File: src/rtl/cwalk_pkg.sv
// Shared types and helpers for the pedestrian-crossing controller.
// Phase encoding is visible on the phase output, so the enum values are fixed.
package cwalk_pkg;

    localparam int unsigned PHASE_W = 2;

    typedef enum logic [PHASE_W-1:0] {
        PH_DONT  = 2'd0,
        PH_WALK  = 2'd1,
        PH_FLASH = 2'd2
    } phase_e;

    // Length in ticks of a phase, given the instance's phase-length parameters.
    function automatic int unsigned phase_len(
        input phase_e      ph,
        input int unsigned walk_t,
        input int unsigned flash_t,
        input int unsigned dont_t
    );
        case (ph)
            PH_WALK:  return walk_t;
            PH_FLASH: return flash_t;
            default:  return dont_t;
        endcase
    endfunction

    function automatic int unsigned max3(
        input int unsigned a,
        input int unsigned b,
        input int unsigned c
    );
        int unsigned m;
        m = a;
        if (b > m) m = b;
        if (c > m) m = c;
        return m;
    endfunction

endpackage

File: src/rtl/cwalk_timer.sv
// Phase elapsed-tick counter. Wraps to zero at the end of a phase unless told
// to hold, in which case it parks at len-1 so done keeps firing on each tick.
module cwalk_timer #(
    parameter int unsigned CNT_W = 8
) (
    input  logic             clk,
    input  logic             reset,
    input  logic             tick,
    input  logic [CNT_W:0]   len,
    input  logic             hold,
    output logic [CNT_W-1:0] el,
    output logic             done
);

    localparam int unsigned LEN_W = CNT_W + 1;

    logic [CNT_W-1:0] r_el;
    logic             w_last;

    assign w_last = ({1'b0, r_el} == (len - LEN_W'(1)));

    always_ff @(posedge clk) begin
        if (reset) begin
            r_el <= '0;
        end else if (tick) begin
            if (!w_last) begin
                r_el <= r_el + CNT_W'(1);
            end else if (!hold) begin
                r_el <= '0;
            end
        end
    end

    assign el   = r_el;
    assign done = tick & w_last;

endmodule

File: src/rtl/cwalk_ctrl.sv
// Pedestrian-crossing controller: WALK -> FLASH -> DONT sequencing on an external
// tick, with push-button request latching and a recall (free-running) mode.
module cwalk_ctrl
    import cwalk_pkg::*;
#(
    parameter int unsigned WALK_T  = 8,
    parameter int unsigned FLASH_T = 16,
    parameter int unsigned DONT_T  = 16,
    parameter int unsigned NUM_W   = 4,
    parameter int unsigned CNT_W   = 8
) (
    input  logic             clk,
    input  logic             reset,
    input  logic             tick,
    input  logic             recall,
    input  logic             ped_req,
    output logic             walk,
    output logic             hand,
    output logic             num_on,
    output logic [NUM_W-1:0] num,
    output logic             req_pend,
    output logic [1:0]       phase
);

    localparam int unsigned LEN_W   = CNT_W + 1;
    localparam int unsigned HALF_FL = FLASH_T / 2;
    localparam int unsigned MAX_LEN = max3(WALK_T, FLASH_T, DONT_T);

    localparam bit LEGAL =
        (WALK_T >= 1) && (DONT_T >= 1) && (FLASH_T >= 2) && ((FLASH_T % 2) == 0) &&
        (CNT_W >= 1) && (CNT_W <= 31) && (NUM_W >= 1) && (NUM_W <= 31) &&
        (longint'(HALF_FL) <= ((longint'(1) << NUM_W) - longint'(1))) &&
        (longint'(MAX_LEN) <= (longint'(1) << CNT_W));

    if (!LEGAL) begin : g_param_err
        $fatal(1, "cwalk_ctrl: illegal parameter set");
    end

    phase_e           r_phase;
    phase_e           w_phase_nxt;
    logic             r_pend;
    logic             w_pend_nxt;
    logic [CNT_W-1:0] w_el;
    logic             w_done;
    logic             w_go;
    logic             w_hold;
    logic             w_enter_walk;
    logic [LEN_W-1:0] w_len;

    assign w_len  = LEN_W'(phase_len(r_phase, WALK_T, FLASH_T, DONT_T));
    assign w_go   = recall | r_pend | ped_req;
    // With no reason to cross, DONT parks at its last tick waiting for one.
    assign w_hold = (r_phase == PH_DONT) & ~w_go;

    cwalk_timer #(
        .CNT_W (CNT_W)
    ) u_timer (
        .clk   (clk),
        .reset (reset),
        .tick  (tick),
        .len   (w_len),
        .hold  (w_hold),
        .el    (w_el),
        .done  (w_done)
    );

    always_ff @(posedge clk) begin
        if (reset) begin
            r_phase <= PH_DONT;
            r_pend  <= 1'b0;
        end else begin
            r_phase <= w_phase_nxt;
            r_pend  <= w_pend_nxt;
        end
    end

    // Next phase and request flag; entering WALK consumes any pending request.
    always_comb begin
        w_phase_nxt  = r_phase;
        w_pend_nxt   = r_pend;
        w_enter_walk = 1'b0;
        if (w_done) begin
            case (r_phase)
                PH_WALK:  w_phase_nxt = PH_FLASH;
                PH_FLASH: w_phase_nxt = PH_DONT;
                default: begin
                    if (w_go) begin
                        w_phase_nxt  = PH_WALK;
                        w_enter_walk = 1'b1;
                    end
                end
            endcase
        end
        if (w_enter_walk) begin
            w_pend_nxt = 1'b0;
        end else if (ped_req && (r_phase != PH_WALK)) begin
            w_pend_nxt = 1'b1;
        end
    end

    // Lamp and countdown decode straight from the phase and elapsed count.
    always_comb begin
        walk   = 1'b0;
        hand   = 1'b1;
        num_on = 1'b0;
        num    = '0;
        case (r_phase)
            PH_WALK: begin
                walk = 1'b1;
                hand = 1'b0;
            end
            PH_FLASH: begin
                hand   = w_el[0];
                num_on = 1'b1;
                num    = NUM_W'(HALF_FL) - NUM_W'(w_el >> 1);
            end
            default: ;
        endcase
    end

    assign req_pend = r_pend;
    assign phase    = r_phase;

endmodule

File: config.mk
export PLATFORM = sky130hd
export DESIGN_NAME = cwalk_ctrl
export DESIGN_NICKNAME = d
export VERILOG_FILES = /design/src/rtl/cwalk_pkg.sv /design/src/rtl/cwalk_timer.sv /design/src/rtl/cwalk_ctrl.sv
export SDC_FILE = /design/constraint.sdc
export NUM_CORES = 1
export LEC_CHECK = 0
export ABC_AREA = 1
export ABC_CLOCK_PERIOD_IN_PS = 1600
export CAP_MARGIN = 20
export CORE_ASPECT_RATIO = 0.9
export CORE_MARGIN = 1
export CORE_UTILIZATION = 51
export CTS_BUF_LIST = sky130_fd_sc_hd__clkbuf_8
export DETAILED_ROUTE_END_ITERATION = 7
export GPL_ROUTABILITY_DRIVEN = 0
export PLACE_DENSITY = 0.78
export SLEW_MARGIN = 20
export SYNTH_ARGS = -nofsm -noshare
export SYNTH_HDL_FRONTEND = slang
export SYNTH_SLANG_ARGS = --single-unit
File: constraint.sdc
create_clock -name clk -period 1.6 [get_ports clk]
set_input_delay 0.24 -clock clk [delete_from_list [all_inputs] [get_ports clk]]
set_output_delay 0.24 -clock clk [all_outputs]
set_load 0.1 [all_outputs]
==> flow_metrics.tcl <==
set metrics [dict create \
    yosys_warnings 0 \
    r2r_end "u_timer.el[1]" \
    drv_cap 0 \
    whs_path_depth 2 \
    setup.worst_path.class "flip-flop to flip-flop" \
    drive_gt1_frac 0.3442 \
    reg2reg_depth 10 \
    hp-start "u_timer.el[6]" \
    num_vias 953 \
    dieArea_um2 1753 \
    clk_pin_slew_ns 0.05 \
    cts_buffers 3 \
    synth_cells 129 \
    grt_pass1_vias 781 \
    endpoint_kind "flip-flop" \
    period_minus_slack_ns 1.586 \
    cp.required_ns 1.75 \
    diodes 0 \
    insertion_delay_ns 0.24 \
    die-height_um 39.83 \
    hold_path_end "u_timer.el[6]" \
    drv_slew 0 \
    routedWlPerCell_um 14.85 \
    grt_start_max_net_pins 13 \
    status "finished, final reports clean" \
    p_leak_uw 0.0005645 \
    io_pins 15 \
    grt_pass1_wl_mm 3.450 \
    ys_seq_area_frac 0.2716 \
    vdd_drop_max_mv 0.5804 \
    antenna_found_initial 0 \
    track_usage 0.2778 \
    avgSynthCellArea_um2 6.285 \
    drt-initial-drc-count 49 \
    core-area_um2 1464 \
    cts_tree "yes" \
    max_slew_margin 0.8183 \
    drc 0 \
    stdcell_count 169 \
    rsz0062_at_grt "true" \
    rows 13 \
    multi_input_area_um2 589.3 \
    ff_latch_area_um2 234.0 \
    cts_buffer_depth 2 \
    critPathLaunchType "flip-flop" \
    setup-tns-final_ns 0 \
    fin_util 0.8846 \
    dpl.hpwl_mm 1.566 \
    nFillCells 76 \
    maxClockFrequency_ghz 0.6306 \
    ys_types 21 \
    crit_fanout 10 \
    area.growth.synth_to_final_pct 59.72 \
    powerDensity_nw_per_um2 503.5 \
    numPlacedInstances 160 \
    die_w_um 44.03 \
    vias_per_cell 5.639 \
    hp-class "flip-flop to flip-flop" \
    htree_levels 1 \
    setup_viol 0 \
    synth_seq_cells 11 \
    final_nets 166 \
    cts.sinks 11 \
    arrival_ns 1.73 \
    dr.pass1.iters 6 \
    worst_clock_skew_ns 0.004369 \
    timing_hold_violations_final 0 \
    routed_wl_mm 2.510 \
    rrSetupSlack_ns 0.01 \
    worstMarginPinSlew_ns 0.2706 \
    io_buffers 14 \
    r2r-start "phase[1]" \
    cts_root_buffer "clkbuf_8" \
    grt.overflow.total 0 \
    holdWs_ns 0.4921 \
    fin_crit_sh 0.9912 \
    initial_utilization 0.5538 \
    final_antenna_net_count 0 \
    final_common_cell "nand2_1" \
    synth_nets 140 \
    synth.cell_area_um2 810.8 \
    most-common-layout-cells "30 x nand2_1, 19 x inv_1, 14 x nand3_1" \
]
[cell usage after synthesis]
library cell | number | area [um2]
nand3_4 | 1 | 17.52
nand3_1 | 14 | 70.07
nor2_4 | 1 | 11.26
xor2_1 | 1 | 8.760
a21oi_1 | 7 | 35.03
nor4_1 | 1 | 6.260
ha_1 | 6 | 75.07
nand2_1 | 31 | 116.4
o21bai_1 | 1 | 7.510
inv_2 | 2 | 7.510
nor3_1 | 2 | 10.01
nand2_2 | 3 | 18.77
nand4_1 | 2 | 12.51
clkbuf_1 | 1 | 3.750
nor2_2 | 3 | 18.77
nand2_4 | 1 | 11.26
dfxtp_1 | 11 | 220.2
inv_1 | 24 | 90.09
o21ai_0 | 3 | 15.01
a31oi_1 | 1 | 6.260
nor2_1 | 13 | 48.80
[per-layer routing]
layer	GRT usage	part of all wire	up-vias
met4	0.09091	0.022	0
met3	0.07834	0.055	13
li1	-	-	459
met1	0.3279	0.42	441
met5	0	0	-
met2	0.4853	0.50	40
[flip-flops by register name, indices dropped and copies added, names as in the netlist]
register    flops
u_timer.el      8
phase           2
req_pend        1
[cell families (layout without fill, tap and decap cells)]
| kind of cell | after synthesis | in the layout | share of synthesized area |
|---|---|---|---|
| buffers and inverters | 27 | 52 | 0.1250 |
| xor gates and xnor gates | 1 | 1 | 0.01080 |
| DFF | 11 | 11 | 0.2716 |
| adders and majority gates | 6 | 6 | 0.09259 |
| and+or+nand+nor | 72 | 72 | 0.4213 |
| AOI/OAI and AO/OA | 12 | 12 | 0.07870 |
[worst max-delay path, stage by stage, from the launching register on]
cell and delay (ns):
dfxtp_4 0.36, inv_1 0.11, ha_4 0.19, inv_2 0.05, nand2_2 0.05, nand2_2 0.06, nor2_4 0.14, nand3_4 0.17
nand2_4 0.13, nand2_1 0.07, a21oi_1 0.19
[per-stage QoR]
step | total power, uW | worst slack (ns) | cell area, um2
2_1_floorplan | 333.6 | -0.4764 | 888.4
3_3_place_gp | 366.2 | 0.08898 | 1166
3_5_place_dp | 368.8 | -0.001983 | 1166
4_1_cts | 643.9 | 0.001400 | 1247
5_1_grt | 670.6 | -0.09348 | 1295
6_report | 652.0 | 0.01409 | 1295
[power by group]
| part | switching (uW) | internal, uW | leakage (uW) |
|---|---|---|---|
| registers | 9.06 | 277 | 0.0000923 |
| logic | 54.3 | 35.3 | 0.000445 |
| clock network | 108 | 169 | 0.0000269 |
[how the worst max path moves through the flow]
stage,endpoint,slack (ns),cells past startpoint,startpoint
after floorplan,num[3],-0.48,3,phase[1]
after global placement,u_timer.el[0],0.09,8,ped_req
after detailed placement,u_timer.el[3],-0.002,8,ped_req
after CTS,num[3],0.001,5,phase[0]
after global routing,u_timer.el[1],-0.09,10,phase[1]
final,u_timer.el[1],0.01,10,phase[1]
[cell type report]
cell class	instances	share of cell area
multi-input combinational	91	0.4551
timing repair buffer	22	0.2319
sequential	11	0.1807
inverter	26	0.08309
clock buffer	3	0.03188
tap	15	0.01449
clock inverter	1	0.002899
[repair_timing]
item	CTS	global route
endpoints found under the setup margin	4	4
gates cloned	0	0
resized for setup	5	8
setup buffers	3	2
pin swaps	1	2
hold endpoints to repair	0	0
hold buffers	0	0
(Power assumes the default switching activity.)
